$ cat config.mk
export PLATFORM = sky130hd
export DESIGN_NAME = uart_readout_ctrl
export DESIGN_NICKNAME = d
export VERILOG_FILES = /design/src/rtl/uart_readout_ctrl.sv
export SDC_FILE = /design/constraint.sdc
export NUM_CORES = 1
export LEC_CHECK = 0
export CAP_MARGIN = 20
export CORE_ASPECT_RATIO = 1.2
export CORE_MARGIN = 2
export CORE_UTILIZATION = 45
export CTS_CLUSTER_DIAMETER = 100
export DETAILED_ROUTE_END_ITERATION = 12
export GPL_TIMING_DRIVEN = 0
export PLACE_DENSITY = 0.68
export SLEW_MARGIN = 20
export SYNTH_ARGS = -nofsm -noshare
export SYNTH_HDL_FRONTEND = slang
export SYNTH_SLANG_ARGS = --single-unit
$ cat constraint.sdc
create_clock -name clk -period 3.85 [get_ports clk]
set_clock_uncertainty 0.1 [all_clocks]
set_input_delay 0.5775 -clock clk [delete_from_list [all_inputs] [get_ports clk]]
set_output_delay 0.5775 -clock clk [all_outputs]
set_load 0.005 [all_outputs]
$ cat src/rtl/uart_readout_ctrl.sv
// uart_readout_ctrl: capture readout sequencer.
// Fetches 4-word PSRAM bursts into a 4-in/1-out FIFO and drains it one word
// at a time to the UART TX, high byte first. The FIFO's own flags lag by a
// cycle, so fill level is tracked here as an occupancy credit (occ).
// Optional build macro UART_CHECKSUM_EN appends an XOR-of-all-bytes trailer.
module uart_readout_ctrl #(
  parameter int DATA_WIDTH = 16,
  parameter int FIFO_DEPTH = 32,
  parameter int ADDR_WIDTH = 21
) (
  input  logic                  clk,
  input  logic                  reset,
  input  logic                  start,
  input  logic [ADDR_WIDTH-1:0] base_addr,
  input  logic [ADDR_WIDTH-1:0] sample_count,
  output logic                  busy,
  output logic                  done,
  output logic                  rd_req,
  output logic [ADDR_WIDTH-1:0] rd_addr,
  input  logic                  rd_ack,
  output logic                  fifo_reset,
  output logic                  fifo_wr_en,
  output logic                  fifo_rd_en,
  input  logic [DATA_WIDTH-1:0] fifo_data,
  output logic [7:0]            tx_data,
  output logic                  tx_start,
  input  logic                  tx_busy
);

  localparam int OCC_W = $clog2(FIFO_DEPTH + 1);
  // A burst may only be requested while 4 free slots are guaranteed.
  localparam logic [OCC_W-1:0] OCC_LIMIT = OCC_W'(FIFO_DEPTH - 4);

  typedef enum logic {F_IDLE, F_REQ} fetch_t;
  typedef enum logic [3:0] {
    D_IDLE, D_POP, D_WAIT, D_HI, D_HIG, D_LO, D_LOG
`ifdef UART_CHECKSUM_EN
    , D_CK, D_CKG
`endif
  } drain_t;

  fetch_t                fstate;
  drain_t                dstate;
  logic [ADDR_WIDTH-1:0] count_q;
  logic [ADDR_WIDTH-1:0] bursts_left;
  logic [ADDR_WIDTH-1:0] words_sent;
  logic [OCC_W-1:0]      occ;
  logic [DATA_WIDTH-1:0] word_q;
  logic [7:0]            hi_byte;
  logic [7:0]            lo_byte;
  logic                  start_acc;
  logic                  push;
  logic                  finished;
  logic [ADDR_WIDTH:0]   cnt_p3;
  logic [ADDR_WIDTH-1:0] bursts_init;

`ifdef UART_CHECKSUM_EN
  logic [7:0]            csum;
  logic                  ck_sent;
`endif

  assign start_acc  = start && !busy;
  // FIFO push is tied straight to the ack so the 4 words land the same cycle.
  assign push       = (fstate == F_REQ) && rd_ack;
  assign fifo_wr_en = push;

  // ceil(sample_count/4) without overflow at the top of the range
  assign cnt_p3      = {1'b0, sample_count} + (ADDR_WIDTH+1)'(3);
  assign bursts_init = {1'b0, cnt_p3[ADDR_WIDTH:2]};

  // Everything fetched, drained and (optionally) the trailer sent.
  assign finished = (bursts_left == '0) && (occ == '0) &&
                    (dstate == D_IDLE) && (fstate == F_IDLE)
`ifdef UART_CHECKSUM_EN
                    && ck_sent
`endif
                    ;

  generate
    if (DATA_WIDTH == 16) begin : g_hi16
      assign hi_byte = word_q[15:8];
    end else begin : g_hi12
      assign hi_byte = {4'b0000, word_q[11:8]};
    end
  endgenerate
  assign lo_byte = word_q[7:0];

  // Readout control: start accept, FIFO clear, completion pulse.
  always_ff @(posedge clk or posedge reset) begin
    if (reset) begin
      busy       <= 1'b0;
      done       <= 1'b0;
      fifo_reset <= 1'b0;
      count_q    <= '0;
    end else begin
      done       <= 1'b0;
      fifo_reset <= 1'b0;
      if (start_acc) begin
        busy       <= 1'b1;
        fifo_reset <= 1'b1;
        count_q    <= sample_count;
      end else if (busy && finished) begin
        busy <= 1'b0;
        done <= 1'b1;
      end
    end
  end

  // Fetch FSM: one outstanding burst at a time, gated by free-slot credit.
  always_ff @(posedge clk or posedge reset) begin
    if (reset) begin
      fstate      <= F_IDLE;
      rd_req      <= 1'b0;
      rd_addr     <= '0;
      bursts_left <= '0;
    end else if (start_acc) begin
      fstate      <= F_IDLE;
      rd_req      <= 1'b0;
      rd_addr     <= base_addr;
      bursts_left <= bursts_init;
    end else begin
      case (fstate)
        F_IDLE: begin
          if (busy && (bursts_left != '0) && (occ <= OCC_LIMIT)) begin
            fstate <= F_REQ;
            rd_req <= 1'b1;
          end
        end
        F_REQ: begin
          if (rd_ack) begin
            fstate      <= F_IDLE;
            rd_req      <= 1'b0;
            rd_addr     <= rd_addr + ADDR_WIDTH'(4);
            bursts_left <= bursts_left - ADDR_WIDTH'(1);
          end
        end
        default: fstate <= F_IDLE;
      endcase
    end
  end

  // Occupancy credit: +4 per burst push, -1 per word pop, both together +3.
  always_ff @(posedge clk or posedge reset) begin
    if (reset) begin
      occ <= '0;
    end else if (start_acc) begin
      occ <= '0;
    end else begin
      case ({push, fifo_rd_en})
        2'b10:   occ <= occ + OCC_W'(4);
        2'b01:   occ <= occ - OCC_W'(1);
        2'b11:   occ <= occ + OCC_W'(3);
        default: occ <= occ;
      endcase
    end
  end

  // Drain FSM: pop, capture, send high then low byte with a guard cycle
  // after each launch so the UART's lagging tx_busy is never misread.
  always_ff @(posedge clk or posedge reset) begin
    if (reset) begin
      dstate     <= D_IDLE;
      fifo_rd_en <= 1'b0;
      tx_start   <= 1'b0;
      tx_data    <= '0;
      word_q     <= '0;
      words_sent <= '0;
`ifdef UART_CHECKSUM_EN
      csum       <= '0;
      ck_sent    <= 1'b0;
`endif
    end else begin
      fifo_rd_en <= 1'b0;
      tx_start   <= 1'b0;
      if (start_acc) begin
        dstate     <= D_IDLE;
        words_sent <= '0;
`ifdef UART_CHECKSUM_EN
        csum       <= '0;
        ck_sent    <= 1'b0;
`endif
      end else begin
        case (dstate)
          D_IDLE: begin
            if (occ != '0) begin
              dstate     <= D_POP;
              fifo_rd_en <= 1'b1;
            end
`ifdef UART_CHECKSUM_EN
            else if (busy && (bursts_left == '0) && (fstate == F_IDLE) && !ck_sent)
              dstate <= D_CK;
`endif
          end
          D_POP:  dstate <= D_WAIT;
          D_WAIT: begin
            word_q <= fifo_data;
            // Words beyond sample_count are tail padding of the last burst.
            if (words_sent >= count_q) dstate <= D_IDLE;
            else                       dstate <= D_HI;
          end
          D_HI: begin
            if (!tx_busy) begin
              tx_data  <= hi_byte;
              tx_start <= 1'b1;
`ifdef UART_CHECKSUM_EN
              csum     <= csum ^ hi_byte;
`endif
              dstate   <= D_HIG;
            end
          end
          D_HIG:  dstate <= D_LO;
          D_LO: begin
            if (!tx_busy) begin
              tx_data  <= lo_byte;
              tx_start <= 1'b1;
`ifdef UART_CHECKSUM_EN
              csum     <= csum ^ lo_byte;
`endif
              dstate   <= D_LOG;
            end
          end
          D_LOG: begin
            words_sent <= words_sent + ADDR_WIDTH'(1);
            dstate     <= D_IDLE;
          end
`ifdef UART_CHECKSUM_EN
          D_CK: begin
            if (!tx_busy) begin
              tx_data  <= csum;
              tx_start <= 1'b1;
              ck_sent  <= 1'b1;
              dstate   <= D_CKG;
            end
          end
          D_CKG:  dstate <= D_IDLE;
`endif
          default: dstate <= D_IDLE;
        endcase
      end
    end
  end

endmodule

* Word level (Yosys, flattened, before mapping)
Index checks and enable logic that the tools add are counted.
** Storage, ports and cells
- Word-level logic and storage cells :: 106
- Register bits after elaboration :: 125
** Cells by class
- Add/sub/neg operators :: 7
- Muxes and demuxes :: 38
- Reductions and logical operators :: 26
- Order comparisons :: 2
- Equal/unequal tests :: 16
- Bitwise gates (word level) :: 2
** Operators by type and width (count)
- $mux W21 :: 8
- $pmux W4 S6 :: 1
- $add A21 B2 Y22 const B :: 1
- $add A21 B1 Y21 const B :: 1
- $add A21 B3 Y21 const B :: 1
- $ge A21 B21 Y1 :: 1
- $logic_not A21 Y1 :: 1
- $reduce_bool A21 Y1 :: 1
- $sub A21 B1 Y21 const B :: 1
- $pmux W6 S3 :: 1
- $mux W1 :: 17
- $mux W4 :: 4
- $mux W8 :: 2
- $pmux W8 S2 :: 1
- $eq A4 B3 Y1 const B :: 3
- $reduce_bool A2 Y1 :: 5
- $ne A3 B2 Y1 const B :: 3
- $eq A4 B2 Y1 const B :: 2
- $logic_and A1 B1 Y1 :: 8
- $add A6 B2 Y6 const B :: 1
- $add A6 B3 Y6 const B :: 1
- $le A6 B5 Y1 const B :: 1
- $logic_not A6 Y1 :: 1
- $mux W6 :: 1
- other kinds (17) :: 24

* Logic depth before layout (Yosys ltp)
- Depth in word-level cells :: 7
- Depth in mapped cells :: 10
- Gate-level depth less buffers :: 10

* Worst setup path after synthesis
No wires, ideal clock.
- Kind :: input to register
- Start point :: in rd_ack
- End point :: reg occ[5]
- Library setup time :: 0.127 ns
- Required time :: 3.623 ns
- Arrival :: 2.301 ns
- Path slack :: 1.322 ns
- Buffers on the path :: 0
- Cell stages on the path :: 10
- Path through :: nand2_1 -> inv_2 -> ha_1 -> inv_1 -> ha_1 -> o21a_1 -> o211ai_1 -> a2111oi_0 -> nor3_1 -> nand3_1
** On the way
- Longest elaborated chain between the ends :: 4
** Ends and longest elaborated chain
- from (decl) :: RTL line 20 : input logic rd_ack,
- $logic_and A1 B1 Y1 (*) :: RTL line 64 : assign push = (fstate == F_REQ) && rd_ack;
- named net fifo_wr_en :: RTL line 22 : output logic fifo_wr_en,
- $eq A2 B2 Y1 or $eq A2 B1 Y1 (tied branches) :: RTL line 149 : case ({push, fifo_rd_en})
- $pmux W6 S3 :: RTL line 149
- $mux W6 :: RTL line 146 : end else if (start_acc) begin
- to (signal assigned) :: RTL line 150 : 2'b10: occ <= occ + OCC_W'(4);
- to (signal assigned) :: RTL line 151 : 2'b01: occ <= occ - OCC_W'(1);
- to (signal assigned) :: RTL line 152 : 2'b11: occ <= occ + OCC_W'(3);
- to (decl) :: RTL line 47 : logic [OCC_W-1:0] occ;
Mark *: on every way through the listed nets, which the timed path passes. The rest lies on a longest branch.
A chain may end at the register's enable or synchronous reset.

* Final worst setup path
- Start point :: in rd_ack
- End point :: reg occ[5]
** On the way
- Longest elaborated chain between the ends :: 4
** Ends and longest elaborated chain (RTL line)
- $logic_and A1 B1 Y1 (*) :: 64
- $eq A2 B2 Y1 or $eq A2 B1 Y1 (tied branches) :: 149
- $pmux W6 S3 :: 149
- $mux W6 :: 146
Mark *: on every way between the ends. The rest lies on a longest branch, timed or not.

==> results.json <==
{
  "cp_slowest_cell": "clkdlybuf4s50_1",
  "htree_num_levels": 4,
  "cts.clk_slew.worst_paths_ns": 0.06,
  "design_area_um2": 8730,
  "globalRouteTotalUtil_pct": 21.9,
  "hold_viol": 0,
  "yosys_most_used_dff": "dfrtp_1",
  "wl_um": 16600,
  "ys_seq_elements": 124,
  "synth_edf_count": 0,
  "die_w_um": 116,
  "synth_fp_nets": 812,
  "r2r_slack_ns": 0.97,
  "finalSetupViolCount": 0,
  "crit_chain": "clkdlybuf4s50_1, nand2_1, inv_2, ha_1, inv_1, ha_1, o21a_1, o211ai_1, a2111oi_0, nor3_1, nand3_1",
  "worst_pin_slew_ns": 0.973,
  "layout-drive-gt1-share_pct": 7.29,
  "r2r_start": "fstate$_DFF_PP0_",
  "cts_sinks": 124,
  "async_flop_share_pct": 100,
  "worstPathRequired_ns": 4.06,
  "synth_cell_types": 53,
  "start_util_pct": 45.5,
  "post-route-drc-count": 0,
  "clkLatencyLatePin_ns": 0.42,
  "post_dp_cell_area_um2": 8080,
  "synthMostInstantiatedCell": "dfrtp_1",
  "p_total_uw": 5460,
  "critPathTopFamily": "buffers and inverters",
  "avgViaCountPerCell": 5.34,
  "critPathCaptureType": "flop",
  "crit_top_cell": "ha_1",
  "die_area_um2": 16000,
  "syn_area_um2": 6750,
  "startpoint_type": "primary input",
  "fin_crit_sh_pct": 80.8,
  "drtIter0Drc": 339,
  "antenna_found_initial": 0,
  "r2r_cells": 10,
  "die_y_um": 138,
  "final_util_pct": 58.8,
  "ant_nets": 0,
  "whs_ns": 0.390,
  "dr.pass1.iters": 5,
  "r2r_end": "occ[5]$_DFFE_PP0P_",
  "p_leak_uw": 0.00377,
  "period_minus_slack_ns": 3.11,
  "overflow": 0,
  "core_um2": 14800,
  "ys_warn_count": 0,
  "crit_path_max_fanout": 10,
  "hpwlAfterDp_um": 12700,
  "seq_area_frac_synth_pct": 46.0,
  "synth_top_area_share_pct": 46.0,
  "antennaDiodeCount": 0,
  "powerDensity_nw_per_um2": 626,
  "post_cts_buffers": 0,
  "cts_tree": "done",
  "crit_cells": 11,
  "critPathCapture": "occ[5]$_DFFE_PP0P_",
  "grt_pass1_wl_um": 27700,
  "synth_common_cells": "124 x dfrtp_1, 103 x nand2_1, 65 x o21ai_0, 52 x nor2_1, 39 x inv_1",
  "crit_buf_inv": 3,
  "final.setup.tns_ns": 0,
  "slew_headroom_pct": 34.5,
  "wire_per_inst_um": 15.8,
  "cts.repair.resized": 0,
  "slew_viol_final": 0,
  "fin_nets": 933,
  "hold_path.class": "flop to flop",
  "ir_drop_uv": 343,
  "fmax_mhz": 322,
  "grt_pass1_vias": 5726,
  "gp_congestion": 0.838,
  "fp-row-count": 49,
  "numCtsBuffers": 17,
  "status": "completed",
  "syn-instance-count": 716,
  "arrival_ns": 3.32,
  "rsz0062_at_grt": "false",
  "path_class": "primary input to flop",
  "critical-path-max-stage-delay_ns": 0.59,
  "syn_area_per_cell_um2": 9.43,
  "via_count": 5624,
  "area_growth_pct": 29.3,
  "grt_max_degree": 33,
  "clk_root_buffer_cell": "clkbuf_16",
  "io_pins": 99,
  "ctsHoldBuffers": 0,
  "numPortBuffers": 98,
  "maxCapViolCount": 0,
  "synth_area_leaders": "dfrtp_1 46%, ha_1 6.1%, nand2_1 5.7%",
  "synth_top_cell_by_area": "dfrtp_1",
  "cp-startpoint": "rd_ack",
  "clock_path_buffers": 2
}
[per-layer routing]
layer / vias to the layer above / share of wire (%) / global-route usage [%] / wire (µm)
met4: 0 / 2.3 / 9.71 / 389
met2: 161 / 51 / 37.2 / 8400
met5: - / 0 / 0 / 0
met1: 2706 / 42 / 26.3 / 6950
li1: 2730 / - / - / -
met3: 27 / 5.2 / 4.95 / 861
[cell type report]
cell class	count	area (µm²)
clock inverters	12	193
repair buffers	102	1070
well taps	204	255
inverters	41	158
flip-flops and latches	124	3100
plain buffers	24	93.8
clock buffers	20	457
fillers	1282	6110
multi-input cells	527	3400
[through the flow]
step,cells,setup slack [ns]
after floorplan,716,1.32
final,1054,0.740
after global placement,1018,0.388
after global routing,1054,0.527
after CTS,1054,0.781
after detailed placement,1022,0.331
[flip-flops by register name (all words and copies together), names as in the netlist, 3 cells and up]
name	count
dstate	3
word_q	16
occ	6
bursts_left	21
rd_addr	21
count_q	21
words_sent	21
tx_data	8
[worst min-delay path, stage by stage, from the launching register on]
cell and delay, ns:
dfrtp_1 0.35, nand2_1 0.05, nand2_1 0.06
[where the power goes]
group	total (µW)	switching, µW	internal (µW)
combinational	1640	765	871
sequential	2070	372	1700
clock	1750	575	1180
[cells in the final DEF (no fill, tap or decap), types with 9 or more instances in the layout]
master           instances
dfrtp_1                124
nand2_1                103
clkdlybuf4s50_1         98
o21ai_0                 65
nor2_1                  52
inv_1                   38
xor2_1                  37
xnor2_1                 36
ha_1                    33
nor3_1                  22
clkbuf_1                20
nand3_1                 20
a21oi_1                 18
mux2i_1                 18
nand4_1                 18
clkbuf_16               17
mux2_2                  16
and3_1                  10
nor4_1                   9
[how the worst min path moves through the flow]
stage | start | to | slack (ns) | cells after the start
5_1_grt | rd_addr[1]$_DFFE_PP0P_ | rd_addr[1]$_DFFE_PP0P_ | 0.42 | 2
3_5_place_dp | rd_addr[0]$_DFFE_PP0P_ | rd_addr[0]$_DFFE_PP0P_ | 0.38 | 2
4_1_cts | rd_addr[0]$_DFFE_PP0P_ | rd_addr[0]$_DFFE_PP0P_ | 0.39 | 2
6_report | rd_addr[0]$_DFFE_PP0P_ | rd_addr[0]$_DFFE_PP0P_ | 0.39 | 2
3_3_place_gp | rd_addr[1]$_DFFE_PP0P_ | rd_addr[1]$_DFFE_PP0P_ | 0.37 | 2
2_1_floorplan | count_q[0]$_DFFE_PP0P_ | count_q[0]$_DFFE_PP0P_ | 0.35 | 2
[cells by family (layout without fill, tap and decap cells)]
logic type               count (synthesis)  count (layout)  share of synthesized area (%)
AO/OA/AOI/OAI                          114             114                           9.79
XOR/XNOR                                73              73                           9.47
adder cells (fa/ha/maj)                 33              33                           6.12
buffers and inverters                   65             199                           3.67
flip-flops                             124             124                           46.0
multiplexers                            34              34                           5.34
AND/OR/NAND/NOR                        273             273                           19.6
Power figures use the tool's default switching activity.
